[src/rtl/mem_port_arbiter_if.sv]
// mem_port_arbiter_if: client-side burst ports plus the single SDRAM controller port.
// slave = arbiter view, master = clients and controller (environment) view.
interface mem_port_arbiter_if #(
  parameter int NUM_PORTS  = 4,
  parameter int ADDR_WIDTH = 24,
  parameter int DATA_WIDTH = 16,
  parameter int BURST_LEN  = 4
);
  localparam int OFS_W = $clog2(BURST_LEN);

  // Handshake: a client raises p_req[k] with p_address/p_wren stable and keeps them
  // until its last beat; each beat is one p_ready[k] strobe echoing mem_ready, with
  // p_offset naming the beat. mem_req stays high for a whole burst and the controller
  // answers with exactly BURST_LEN mem_ready strobes.
  logic [NUM_PORTS-1:0]            p_req;
  logic [NUM_PORTS-1:0]            p_wren;
  logic [NUM_PORTS*ADDR_WIDTH-1:0] p_address;
  logic [NUM_PORTS*DATA_WIDTH-1:0] p_to_mem;
  logic [NUM_PORTS-1:0]            p_ready;
  logic [OFS_W-1:0]                p_offset;
  logic [DATA_WIDTH-1:0]           from_mem;

  logic                            mem_req;
  logic                            mem_wren;
  logic [ADDR_WIDTH-1:0]           mem_address;
  logic [DATA_WIDTH-1:0]           mem_to_mem;
  logic                            mem_ready;
  logic [OFS_W-1:0]                mem_offset;
  logic [DATA_WIDTH-1:0]           mem_data;

  modport slave (
    input  p_req, p_wren, p_address, p_to_mem, mem_ready, mem_offset, mem_data,
    output p_ready, p_offset, from_mem, mem_req, mem_wren, mem_address, mem_to_mem
  );

  modport master (
    output p_req, p_wren, p_address, p_to_mem, mem_ready, mem_offset, mem_data,
    input  p_ready, p_offset, from_mem, mem_req, mem_wren, mem_address, mem_to_mem
  );
endinterface

[src/rtl/mem_port_arbiter.sv]
// mem_port_arbiter: N-port atomic-burst arbiter in front of one SDRAM controller port.
// Define MEMARB_AGING_EN to add loss-count aging to fixed-priority mode (RR_MODE=0).
module mem_port_arbiter #(
  parameter int NUM_PORTS  = 4,
  parameter int ADDR_WIDTH = 24,
  parameter int DATA_WIDTH = 16,
  parameter int BURST_LEN  = 4,
  parameter int RR_MODE    = 1,
  parameter int AGE_LIMIT  = 8
) (
  input  logic              clk,
  input  logic              reset,
  mem_port_arbiter_if.slave bus,
  output logic [1:0]        state_dbg
);
  localparam int OFS_W = $clog2(BURST_LEN);
  localparam int PW    = $clog2(NUM_PORTS);

  typedef enum logic [1:0] {
    IDLE  = 2'd0,
    BURST = 2'd1,
    DONE  = 2'd2
  } state_t;

  state_t                 state;
  logic [PW-1:0]          grant;
  logic [PW-1:0]          rr_ptr;
  logic [OFS_W-1:0]       beat_cnt;
  logic                   mem_req_q;
  logic                   mem_wren_q;
  logic [ADDR_WIDTH-1:0]  mem_address_q;

  logic [ADDR_WIDTH-1:0]  addr_a  [NUM_PORTS];
  logic [DATA_WIDTH-1:0]  wdata_a [NUM_PORTS];
  logic                   any_req;
  logic [PW-1:0]          fp_idx;
  logic [PW-1:0]          rr_idx;
  logic [PW-1:0]          sel_idx;
  logic [PW-1:0]          win_idx;
  logic [PW-1:0]          win_next;
  logic [NUM_PORTS-1:0]   p_ready_c;
  logic [DATA_WIDTH-1:0]  to_mem_c;

  always_comb begin
    for (int i = 0; i < NUM_PORTS; i++) begin
      addr_a[i]  = bus.p_address[i*ADDR_WIDTH +: ADDR_WIDTH];
      wdata_a[i] = bus.p_to_mem[i*DATA_WIDTH +: DATA_WIDTH];
    end
  end

  assign any_req = |bus.p_req;

  // Descending scan so the lowest requesting index is the last one written.
  always_comb begin
    fp_idx = '0;
    for (int i = NUM_PORTS - 1; i >= 0; i--) begin
      if (bus.p_req[i]) fp_idx = PW'(i);
    end
  end

  always_comb begin
    logic          hit;
    logic [PW-1:0] cand;
    rr_idx = '0;
    hit    = 1'b0;
    cand   = '0;
    for (int i = 0; i < NUM_PORTS; i++) begin
      cand = PW'((int'(rr_ptr) + i) % NUM_PORTS);
      if (!hit && bus.p_req[cand]) begin
        rr_idx = cand;
        hit    = 1'b1;
      end
    end
  end

`ifdef MEMARB_AGING_EN
  localparam int AW = $clog2(AGE_LIMIT + 1);

  logic [AW-1:0] loss_cnt [NUM_PORTS];
  logic          aged_hit;
  logic [PW-1:0] aged_idx;

  always_comb begin
    aged_hit = 1'b0;
    aged_idx = '0;
    for (int i = NUM_PORTS - 1; i >= 0; i--) begin
      if (bus.p_req[i] && (loss_cnt[i] >= AW'(AGE_LIMIT))) begin
        aged_hit = 1'b1;
        aged_idx = PW'(i);
      end
    end
  end

  assign sel_idx = aged_hit ? aged_idx : fp_idx;

  // A loss is a requesting port passed over at an IDLE arbitration; saturates at AGE_LIMIT.
  always_ff @(posedge clk) begin
    if (!reset) begin
      for (int i = 0; i < NUM_PORTS; i++) loss_cnt[i] <= '0;
    end else if (state == IDLE && any_req) begin
      for (int i = 0; i < NUM_PORTS; i++) begin
        if (PW'(i) == win_idx) begin
          loss_cnt[i] <= '0;
        end else if (bus.p_req[i] && (loss_cnt[i] < AW'(AGE_LIMIT))) begin
          loss_cnt[i] <= loss_cnt[i] + 1'b1;
        end
      end
    end
  end
`else
  assign sel_idx = fp_idx;
`endif

  assign win_idx  = (RR_MODE != 0) ? rr_idx : sel_idx;
  assign win_next = (win_idx == PW'(NUM_PORTS - 1)) ? '0 : win_idx + 1'b1;

  always_ff @(posedge clk) begin
    if (!reset) begin
      state         <= IDLE;
      grant         <= '0;
      rr_ptr        <= '0;
      beat_cnt      <= '0;
      mem_req_q     <= 1'b0;
      mem_wren_q    <= 1'b0;
      mem_address_q <= '0;
    end else begin
      case (state)
        IDLE: begin
          if (any_req) begin
            grant         <= win_idx;
            rr_ptr        <= win_next;
            mem_address_q <= addr_a[win_idx];
            mem_wren_q    <= bus.p_wren[win_idx];
            mem_req_q     <= 1'b1;
            state         <= BURST;
          end
        end
        BURST: begin
          if (bus.mem_ready) begin
            if (beat_cnt == OFS_W'(BURST_LEN - 1)) begin
              beat_cnt  <= '0;
              mem_req_q <= 1'b0;
              state     <= DONE;
            end else begin
              beat_cnt <= beat_cnt + 1'b1;
            end
          end
        end
        // Spacer cycle: the served client sees its last beat and drops p_req here.
        DONE:    state <= IDLE;
        default: state <= IDLE;
      endcase
    end
  end

  always_comb begin
    p_ready_c = '0;
    to_mem_c  = '0;
    if (state == BURST) begin
      p_ready_c[grant] = bus.mem_ready;
      to_mem_c         = wdata_a[grant];
    end
  end

  assign bus.p_ready     = p_ready_c;
  assign bus.p_offset    = bus.mem_offset;
  assign bus.from_mem    = bus.mem_data;
  assign bus.mem_req     = mem_req_q;
  assign bus.mem_wren    = mem_wren_q;
  assign bus.mem_address = mem_address_q;
  assign bus.mem_to_mem  = to_mem_c;
  assign state_dbg       = state;
endmodule

[src/flat_wrapper.sv]
// flat-port wrapper written by rule: the top's interface ports become plain ports
module mem_port_arbiter_flat 
#(
  parameter int NUM_PORTS  = 4,
  parameter int ADDR_WIDTH = 24,
  parameter int DATA_WIDTH = 16,
  parameter int BURST_LEN  = 4,
  parameter int RR_MODE    = 1,
  parameter int AGE_LIMIT  = 8
)
  (clk, reset, state_dbg, bus_p_req, bus_p_wren, bus_p_address, bus_p_to_mem, bus_mem_ready, bus_mem_offset, bus_mem_data, bus_p_ready, bus_p_offset, bus_from_mem, bus_mem_req, bus_mem_wren, bus_mem_address, bus_mem_to_mem);
  mem_port_arbiter_if #(.NUM_PORTS(NUM_PORTS), .ADDR_WIDTH(ADDR_WIDTH), .DATA_WIDTH(DATA_WIDTH), .BURST_LEN(BURST_LEN)) bus_i ();
  input  logic clk;
  input  logic reset;
  output logic [1:0] state_dbg;
  input wire logic [$bits(bus_i.p_req)-1:0] bus_p_req;
  input wire logic [$bits(bus_i.p_wren)-1:0] bus_p_wren;
  input wire logic [$bits(bus_i.p_address)-1:0] bus_p_address;
  input wire logic [$bits(bus_i.p_to_mem)-1:0] bus_p_to_mem;
  input wire logic [$bits(bus_i.mem_ready)-1:0] bus_mem_ready;
  input wire logic [$bits(bus_i.mem_offset)-1:0] bus_mem_offset;
  input wire logic [$bits(bus_i.mem_data)-1:0] bus_mem_data;
  output wire logic [$bits(bus_i.p_ready)-1:0] bus_p_ready;
  output wire logic [$bits(bus_i.p_offset)-1:0] bus_p_offset;
  output wire logic [$bits(bus_i.from_mem)-1:0] bus_from_mem;
  output wire logic [$bits(bus_i.mem_req)-1:0] bus_mem_req;
  output wire logic [$bits(bus_i.mem_wren)-1:0] bus_mem_wren;
  output wire logic [$bits(bus_i.mem_address)-1:0] bus_mem_address;
  output wire logic [$bits(bus_i.mem_to_mem)-1:0] bus_mem_to_mem;
  assign bus_i.p_req = bus_p_req;
  assign bus_i.p_wren = bus_p_wren;
  assign bus_i.p_address = bus_p_address;
  assign bus_i.p_to_mem = bus_p_to_mem;
  assign bus_i.mem_ready = bus_mem_ready;
  assign bus_i.mem_offset = bus_mem_offset;
  assign bus_i.mem_data = bus_mem_data;
  assign bus_p_ready = bus_i.p_ready;
  assign bus_p_offset = bus_i.p_offset;
  assign bus_from_mem = bus_i.from_mem;
  assign bus_mem_req = bus_i.mem_req;
  assign bus_mem_wren = bus_i.mem_wren;
  assign bus_mem_address = bus_i.mem_address;
  assign bus_mem_to_mem = bus_i.mem_to_mem;
  mem_port_arbiter #(.NUM_PORTS(NUM_PORTS), .ADDR_WIDTH(ADDR_WIDTH), .DATA_WIDTH(DATA_WIDTH), .BURST_LEN(BURST_LEN), .RR_MODE(RR_MODE), .AGE_LIMIT(AGE_LIMIT)) u_core (.clk(clk), .reset(reset), .bus(bus_i), .state_dbg(state_dbg));
endmodule
[config.mk]
export PLATFORM = sky130hd
export DESIGN_NAME = mem_port_arbiter_flat
export DESIGN_NICKNAME = d
export VERILOG_FILES = /design/src/rtl/mem_port_arbiter_if.sv /design/src/rtl/mem_port_arbiter.sv /design/src/flat_wrapper.sv
export SDC_FILE = /design/constraint.sdc
export NUM_CORES = 1
export LEC_CHECK = 0
export ABC_AREA = 1
export CORE_UTILIZATION = 34
export CTS_CLUSTER_DIAMETER = 80
export DETAILED_ROUTE_END_ITERATION = 8
export GPL_TIMING_DRIVEN = 0
export PLACE_DENSITY = 0.89
export SLEW_MARGIN = 30
export SYNTH_ARGS = -nofsm -noshare
export SYNTH_HDL_FRONTEND = slang
export SYNTH_SLANG_ARGS = --single-unit
[constraint.sdc]
create_clock -name clk -period 2.33 [get_ports clk]
set_input_delay 0.699 -clock clk [delete_from_list [all_inputs] [get_ports clk]]
set_output_delay 0.699 -clock clk [all_outputs]
set_load 0.02 [all_outputs]
# After elaboration in Yosys (flattened, before gate mapping)
# Index checks and enable logic that the tools add are counted.
[op_classes]
reduce_logical = 14
bitwise_logic = 3
n_eq_ne = 6
add_sub_neg = 5
magnitude_cmp = 9
n_mux = 37
[ops]
columns = ["operator", "count"]
rows = [
  ["$bmux W24 S2", 1],
  ["$mux W16", 3],
  ["$mux W24", 2],
  ["$bmux W16 S2", 1],
  ["$lt A2 B3 Y1 const B", 6],
  ["$mux W2", 9],
  ["$mux W1", 12],
  ["$bmux W1 S2", 5],
  ["$add A2 B1 Y2 const B", 3],
  ["$ge A3 B3 Y1 const B", 2],
  ["$not A2 Y3", 2],
  ["$add A2 B2 Y2 const B", 2],
  ["$and A4 B4 Y4", 1],
  ["$eq A2 B2 Y1 const B", 2],
  ["$logic_and A1 B1 Y1", 4],
  ["$mux W4", 1],
  ["$ne A2 B1 Y1 const B", 2],
  ["$pmux W2 S2", 1],
  ["$reduce_and A2 Y1", 2],
  ["$reduce_and A4 Y1", 1],
  ["$reduce_or A4 Y1", 1],
  ["$logic_not A1 Y1", 3],
  ["$reduce_and A3 Y1", 1],
  ["$demux W1 S2", 1],
  ["6 further kinds", 6],
]
[word_totals]
ff_bits = 34
wordCells = 81

# Logic depth before layout (Yosys ltp)
# Gate-level depths: netlist of run 1.
[depth]
depth_word = 16
mapped_depth = 18
mapped_depth_nobuf = 16

# Least setup slack after synthesis of run 1
# No wires, ideal clock.
[synth_timing]
kind = "register to output"
from = "reg u_core.grant[0]"
to = "out bus_mem_to_mem[10]"
path_stages_with_launch = 6
arrival_ns = 1.573
n_path_buf = 2
setup_slack_ns = 0.058
required_time_ns = 1.631
path_cell_list = "dfxtp_1 > clkbuf_1 > nor2_1 > clkbuf_1 > a22oi_1 > a31oi_1"
[synth_via]
elab_chain_len = 5
[synth_rtl]
columns = ["element", "line", "text"]
rows = [
  ["start: declaration", "mem_port_arbiter.sv:26", "logic [PW-1:0] grant;"],
  ["start signal: assignment", "mem_port_arbiter.sv:130", "grant <= win_idx;"],
  ["$not A2 Y3 (implied by the code)", "mem_port_arbiter.sv:161", "to_mem_c = wdata_a[grant];"],
  ["$bmux W16 S2", "mem_port_arbiter.sv:161", ""],
  ["$mux W16 (implied by the code) (2 in series)", "mem_port_arbiter.sv:161", ""],
  ["$mux W16", "mem_port_arbiter.sv:159", "if (state == BURST) begin"],
  ["end: declaration", "flat_wrapper.sv:29", "output wire logic [$bits(bus_i.mem_to_mem)-1:0] bus_mem_to_mem;"],
]
# Every way passes these cells. The select of a mux whose other input is x is not followed.

# Worst setup path in the final report of run 1
[layout_timing]
from = "in bus_p_to_mem[12]"
to = "out bus_mem_to_mem[12]"
[layout_via]
elab_chain_len = 4
[layout_rtl]
columns = ["element", "line", "text"]
rows = [
  ["start: declaration", "flat_wrapper.sv:19", "input wire logic [$bits(bus_i.p_to_mem)-1:0] bus_p_to_mem;"],
  ["$bmux W16 S2", "mem_port_arbiter.sv:161", ""],
  ["$mux W16 (implied by the code) (2 in series)", "mem_port_arbiter.sv:161", ""],
  ["$mux W16", "mem_port_arbiter.sv:159", ""],
]
# Every way passes these cells. The select of a mux whose other input is x is not followed.

==> metrics.md, run 1 <==
| Metric | Value |
|---|---|
| Syn Inst Count | `544` |
| Worst-path maximum fanout | `1` |
| Top_reg_cell synth | `dfxtp_1` |
| Hold Crit Depth | `2` |
| Clk_lat worst skew | `~0.28 ns` |
| Total grt overflow | `0` |
| Fmax | `between 400 and 500 MHz` |
| Critical-path cell list | `clkdlybuf4s50_1 > a22oi_1 > a31oi_1 > buf_4` |
| Failing checks | `setup timing` |
| FFs w/ async S/R, synth | `0%` |
| Cell family with most CP delay | `buffers and inverters` |
| DP Cell Count | `887` |
| Wire per inst | `15.64 um` |
| Synth top area cells | `nand2_1 25%, dfxtp_1 21%, nand3_1 15%` |
| Power Total | `6.051 mW` |
| Final period utilization | `102.7%` |
| 1st-pass router iterations | `5` |
| Share of post-route cells with drive strength above 1 | `~17%` |
| CTS H-tree lvls | `2` |
| Max Buffers Root-to-Sink | `2` |
| Critical Path Max Stage Delay | `0.41 ns` |
| CTS tree | `yes` |
| Diode count | `0` |
| Commonest non-fill, non-tap cell in the layout | `nand2_1` |
| WP depth | `4` |
| Hpwl dp | `10.85 mm` |
| Horiz. Die Dim | `approximately 99 um` |
| R2R Setup Slk | `0.31 ns` |
| Hold Fails Final Rpt | `0` |
| First-pass GRT wire length | `20.94 mm` |
| Register area | `slightly below 700 um2` |
| I/O Buffers | `235` |
| # fillers | `783` |
| GRT Util Overall | `27.00%` |
| Initial Util | `approximately 36%` |
| Fin. max-slew vios | `0` |
| Post-DR vias/cell | `roughly 5.1` |
| Worst vdd ir | `between 0.0006 and 0.0007 V` |
| Yosys cell types | `34` |
| Hold Path Class | `reg2reg` |
| Area growth from synthesis to layout | `86.95%` |
| Max-cap viol count | `0` |
| Wirelength, routed | `14.03 mm` |
| Finished Layout Cells | `897` |
| PnR worst setup slack | `-0.06376 ns` |
| CTS buffer count | `5` |
| Vias in the first global route | `4494` |
| Clock sinks | `34` |
| Crit start category | `input pin` |
| Mapped Nets | `734` |
| Setup CP Type | `in2out` |
| Final Util | `between 60% and 70%` |
| YS warnings | `0` |
| Clk_skew | `between 0.005 and 0.006 ns` |
| Hold WS | `around 0.48 ns` |
| Min cycle time layout | `2.394 ns` |
| FP Rows | `34` |
| Post-DP Area | `5680 um2` |
| Synth Cell Area | `3193 um2` |
| Die height | `98.91 um` |
| WP data arrival | `1.69 ns` |
| Routability congestion estimate | `0.9085` |
| Register area share after synthesis | `21.32%` |
| Antenna violations before repair | `0` |
| Critical Path RT | `1.63 ns` |
| Dpl ws | `-0.7493 ns` |
| P_leak | `between 2 and 3 nW` |
| Synth top area share | `25.04%` |
| Detailed-route via count | `4615` |
| Relative slew margins | `72.30%` |
| Ports | `approximately 260` |
| Setup_tns | `-0.1255 ns` |
| CP Buf/Inv Count | `2` |
| Post-synth top area cell | `nand2_1` |
| EDFF count, synth | `0` |
| Worst-Margin Slew | `0.4120 ns` |
| Post-synthesis register bit count | `34` |
| Final setup viols | `3` |
| Pwr dens | `~1000 nW/um2` |
| Nets@finish | `979` |
| Die area | `9783 um2` |
| Status | `complete, but fails checks` |
| Slowest-stage cell, CP | `clkdlybuf4s50_1` |
| Post-DRT Antenna Nets | `0` |
| Root buf cell | `clkbuf_8` |
| Initial drt markers | `218` |
| Core area | `between 8000 and 9000 um2` |
| Largest net degree at the start of global routing | `11` |
| Footprint of the multi-input gates | `2153 um2` |
| Reg2reg path depth | `16` |
| Worst-path clk slew | `0.07 ns` |
| Syn Area/Cell | `between 5 and 6 um2` |
| Crit path capture type | `primary output` |
| Most frequent cells in the layout | `212 x nand2_1, 190 x clkdlybuf4s50_1, 89 x nand3_1` |
| Post-route cell area | `5969 um2` |
| Drt drc | `0` |
[worst paths after layout]
| check | from | end |
|---|---|---|
| worst min-delay path | u_core.bus.mem_req$_SDFFE_PN0P_ | u_core.bus.mem_req$_SDFFE_PN0P_ |
| worst min register to register | u_core.bus.mem_req$_SDFFE_PN0P_ | u_core.bus.mem_req$_SDFFE_PN0P_ |
| worst max-delay path | bus_p_to_mem[12] | bus_mem_to_mem[12] |
| worst max register to register | u_core.rr_ptr[1]$_SDFFE_PN0P_ | u_core.bus.mem_address[18]$_SDFFE_PN0P_ |
[sequential cells by signal, indices dropped and copies added (netlist names)]
register,count
u_core.bus.mem_address,24
u_core.beat_cnt,2
u_core.grant,2
u_core.rr_ptr,2
u_core.state_dbg,2
u_core.bus.mem_req,1
u_core.bus.mem_wren,1
[cell usage after synthesis (3+ instances only)]
cell	count
a31oi_1	17
buf_4	22
nor3_1	5
nand2_4	3
nand2_2	7
nand3b_1	8
dfxtp_1	34
nor2_1	36
inv_1	35
nand2_1	213
clkbuf_1	12
a22oi_1	16
nand3_1	96
buf_2	6
buf_1	3
buf_6	6
[final cells by class]
class                           instances  share of cell area, %
Timing Repair Buffer                  239                  39.09
Buffer                                 50                  6.896
Multi-Input combinational cell        418                  36.07
Inverter                               41                  2.872
Clock inverter                          2                 0.1677
Clock buffer                            5                  1.153
Sequential cell                        34                  11.49
Tap cell                              108                  2.264
[worst min-delay path, stage by stage (launching register included)]
cell and delay, ns:
dfxtp_1 0.32, nand3_1 0.07, nand2_1 0.05
[per-layer routing]
| layer | global-route usage [%] | vias up | routed length (um) |
|---|---|---|---|
| met3 | 5.248 | 55 | 911 |
| met1 | 31.01 | 2103 | 5444 |
| met5 | 0 | - | 0 |
| met4 | 11.48 | 0 | 581 |
| met2 | 48.63 | 224 | 7096 |
| li1 | - | 2233 | - |
[what timing repair did]
| action | CTS | global route |
|---|---|---|
| buffers inserted | 1 | 3 |
| pin swaps | 11 | 15 |
| resized for setup | 162 | 48 |
| endpoints found under the setup margin | 50 | 21 |
| hold buffers | 0 | 0 |
[report_power, final]
group | internal, mW | leakage (nW) | total (mW) | switching (mW)
registers | 0.812 | 0.282 | 0.955 | 0.144
clock network | 0.201 | 0.0438 | 0.432 | 0.231
logic | 1.95 | 2.54 | 4.66 | 2.71
total | 2.97 | 2.87 | 6.05 | 3.09
[logic make-up after synthesis]
kind of cell	Yosys count	share of synthesized area (%)
DFF	34	21.32
buffers and inverters	92	16.07
AOI/OAI and AO/OA	38	8.033
and+or+nand+nor	379	54.19
adders and majority gates	1	0.3918
Power figures use the tool's default switching activity.
==> run 2, diff against run 1 <==
--- a/config.mk
+++ b/config.mk
@@ -11,6 +11,7 @@
 export DETAILED_ROUTE_END_ITERATION = 8
 export GPL_TIMING_DRIVEN = 0
 export PLACE_DENSITY = 0.89
+export RECOVER_POWER = 50
 export SLEW_MARGIN = 30
 export SYNTH_ARGS = -nofsm -noshare
 export SYNTH_HDL_FRONTEND = slang
==> run 2 against run 1 <==
  * The flow still finishes with violations (setup timing)
  * Register-to-register slack barely moved
  * Utilization did not move
  * Non-clock buffer count did not move
  * First-iteration DRC count rose by 9.6%
  * Wire length barely moved
  * Clock power barely moved
  * Setup slack got worse by 0.0014 ns
  * Die area did not move
  * Sequential cell count did not move
  * Design area did not move
  * Maximum frequency barely moved
==> metrics.md, run 2 (synthesized netlist as in run 1, its figures left out) <==
| Metric | Value |
|---|---|
| Crit path capture type | `primary output` |
| Critical-path cell list | `clkdlybuf4s50_1 > a22oi_1 > a31oi_1 > buf_4` |
| Clock Power Share | `7.2% (about the same)` |
| Core area | `8891 um2 (unchanged)` |
| Routability congestion estimate | `0.9085 (unchanged)` |
| Clock sinks | `34 (unchanged)` |
| Initial drt markers | `239 (+9.6%)` |
| P_leak | `2.929 nW (+2.2%)` |
| CP startpoint | `bus_p_to_mem[12]` |
| Critical Path RT | `1.63 ns (about the same)` |
| Int Power | `2.891 mW (-2.5%)` |
| Final setup viols | `2 (-1)` |
| WP data arrival | `1.70 ns (about the same)` |
| Clk_lat worst skew | `0.28 ns (about the same)` |
| Clk_skew | `0.006436 ns (+0.0004998 ns)` |
| Crit path capture | `bus_mem_to_mem[12]` |
| Fmax | `417.5 MHz (about the same)` |
| CTS buffer count | `5 (unchanged)` |
| Most frequent cells in the layout | `212 x nand2_1, 149 x clkdlybuf4s50_1, 89 x nand3_1` |
| Power Total | `5.967 mW (-1.4%)` |
| Diode count | `0 (unchanged)` |
| Crit Reg-Reg Endpoint | `u_core.bus.mem_address[18]$_SDFFE_PN0P_` |
| Max FFs per register | `24 (unchanged)` |
| Hold WS | `0.4721 ns (-0.003436 ns)` |
| Sw Share | `51.55% (+0.55 points)` |
| Post-DR vias/cell | `5.142 (about the same)` |
| Total grt overflow | `0 (unchanged)` |
| Die height | `98.91 um (unchanged)` |
| Register share of total power | `15.8% (about the same)` |
| CP Buf/Inv Count | `2 (unchanged)` |
| GRT Util Overall | `27.00% (unchanged)` |
| Status | `complete, but fails checks` |
| Drt drc | `0 (unchanged)` |
| Hold Fails Final Rpt | `0 (unchanged)` |
| 1st-pass router iterations | `5 (unchanged)` |
| # fillers | `783 (unchanged)` |
| Cell family with most CP delay | `buffers and inverters` |
| Wirelength, routed | `14.02 mm (about the same)` |
| Min cycle time layout | `2.395 ns (+0.001436 ns)` |
| CTS tree | `yes` |
| Post-DRT Antenna Nets | `0 (unchanged)` |
| Finished Layout Cells | `897 (unchanged)` |
| Slowest-stage cell, CP | `clkdlybuf4s50_1` |
| Setup CP Type | `in2out` |
| Critical Path Max Stage Delay | `0.40 ns (about the same)` |
| Commonest non-fill, non-tap cell in the layout | `nand2_1` |
| WP depth | `4 (unchanged)` |
| Hold buffer count at CTS | `0 (unchanged)` |
| Root buf cell | `clkbuf_8` |
| Reg2reg start | `u_core.rr_ptr[1]$_SDFFE_PN0P_` |
| Hold Path Class | `reg2reg` |
| Area growth from synthesis to layout | `86.95% (unchanged)` |
| PnR worst setup slack | `-0.06520 ns (-0.001436 ns)` |
| Initial Util | `35.91% (unchanged)` |
| Detailed-route via count | `4612 (-0.065%)` |
| Relative slew margins | `72.43% (+0.12 points)` |
| Largest net degree at the start of global routing | `11 (unchanged)` |
| Logic gate share of total power | `77.0% (about the same)` |
| Failing checks | `setup timing` |
| FP Rows | `34 (unchanged)` |
| Crit start category | `input pin` |
| Max Buffers Root-to-Sink | `2 (unchanged)` |
| R2R Setup Slk | `0.31 ns (about the same)` |
| Worst-path maximum fanout | `1 (unchanged)` |
| I/O Buffers | `235 (unchanged)` |
| Vias in the first global route | `4494 (unchanged)` |
| Max-cap viol count | `0 (unchanged)` |
| Register area | `685.7 um2 (unchanged)` |
| Ports | `255 (unchanged)` |
| Final period utilization | `102.8% (about the same)` |
| Worst-Margin Slew | `0.4102 ns (-0.001825 ns)` |
| Footprint of the multi-input gates | `2153 um2 (unchanged)` |
| Horiz. Die Dim | `98.91 um (unchanged)` |
| DP Cell Count | `887 (unchanged)` |
| Hpwl dp | `10.85 mm (unchanged)` |
| Pwr dens | `999.5 nW/um2 (-1.4%)` |
| CTS H-tree lvls | `2 (unchanged)` |
| Antenna violations before repair | `0 (unchanged)` |
| Worst-path clk slew | `0.07 ns (about the same)` |
| Wire per inst | `15.63 um (about the same)` |
| Share of post-route cells with drive strength above 1 | `16.86% (unchanged)` |
| First-pass GRT wire length | `20.94 mm (unchanged)` |
| Reg2reg path depth | `16 (unchanged)` |
| Die area | `9783 um2 (unchanged)` |
| Fin. max-slew vios | `0 (unchanged)` |
| Worst vdd ir | `0.0006402 V (about the same)` |
| Nets@finish | `979 (unchanged)` |
| Psw | `3.076 mW (-0.33%)` |
[run 2: worst min-delay path, cell delays in order (launching register included)]
cell	delay (ns)
dfxtp_1	0.31
nand3_1	0.07
nand2_1	0.05
[run 2: stage by stage]
| stage | worst slack [ns] | setup TNS, ns | area [um2] | util (%) |
|---|---|---|---|---|
| 2_1_floorplan | 0.05837 | 0 | 3193 | - |
| 3_3_place_gp | -0.7076 | -24.74 | 5680 | 63.89 |
| 3_5_place_dp | -0.7493 | -26.56 | 5680 | 63.89 |
| 4_1_cts | -0.00006328 | -0.00006328 | 5791 | 65.13 |
| 5_1_grt | -0.1270 | -0.2472 | 5969 | 67.14 |
| 6_report | -0.06520 | -0.1200 | 5969 | 67.14 |
[run 2: power groups by stage]
stage               registers, mW  clock network [mW]  logic, mW
global placement            0.930                   0       4.32
detailed placement          0.939                   0       4.41
finish                      0.946               0.429       4.59
CTS                         0.949               0.435       4.46
floorplan                    1.17                   0       2.67
global route                0.975               0.461       4.99
[run 2: area by class of cell]
| type | instances | share of cell area (%) |
|---|---|---|
| timing repair buffer | 239 | 39.09 |
| multi-input combinational | 418 | 36.07 |
| sequential | 34 | 11.49 |
| buffer | 50 | 6.896 |
| inverter | 41 | 2.872 |
| tap | 108 | 2.264 |
| clock buffer | 5 | 1.153 |
| clock inverter | 2 | 0.1677 |
[run 2: worst min path at each step]
stage          slack [ns]                             from  depth (start not counted)                         endpoint
2_1_floorplan        0.44  u_core.beat_cnt[1]$_SDFFE_PN0P_                          2  u_core.beat_cnt[1]$_SDFFE_PN0P_
3_3_place_gp         0.45  u_core.beat_cnt[1]$_SDFFE_PN0P_                          2  u_core.beat_cnt[1]$_SDFFE_PN0P_
3_5_place_dp         0.47  u_core.bus.mem_req$_SDFFE_PN0P_                          2  u_core.bus.mem_req$_SDFFE_PN0P_
4_1_cts              0.48  u_core.bus.mem_req$_SDFFE_PN0P_                          2  u_core.bus.mem_req$_SDFFE_PN0P_
5_1_grt              0.50  u_core.bus.mem_req$_SDFFE_PN0P_                          2  u_core.bus.mem_req$_SDFFE_PN0P_
6_report             0.47  u_core.bus.mem_req$_SDFFE_PN0P_                          2  u_core.bus.mem_req$_SDFFE_PN0P_
[run 2: repair_timing]
action	in CTS	in global routing
pin swaps	11	15
setup endpoints to repair	50	21
buffers inserted	1	3
resized for setup	162	48
[run 2: routing by layer]
| metal | vias to the layer above | global-route usage (%) | routed length, um |
|---|---|---|---|
| met5 | - | 0 | 0 |
| met3 | 55 | 5.248 | 892 |
| met4 | 0 | 11.48 | 597 |
| met2 | 217 | 48.63 | 7116 |
| li1 | 2235 | - | - |
| met1 | 2105 | 31.01 | 5418 |
==> run 3, diff against run 2 <==
--- a/config.mk
+++ b/config.mk
@@ -12,7 +12,7 @@
 export GPL_TIMING_DRIVEN = 0
 export PLACE_DENSITY = 0.89
 export RECOVER_POWER = 50
-export SLEW_MARGIN = 30
+export SLEW_MARGIN = 20
 export SYNTH_ARGS = -nofsm -noshare
 export SYNTH_HDL_FRONTEND = slang
 export SYNTH_SLANG_ARGS = --single-unit
==> results of run 3 <==
No change in the layout: final DEF, timing and power equal those of run 2.
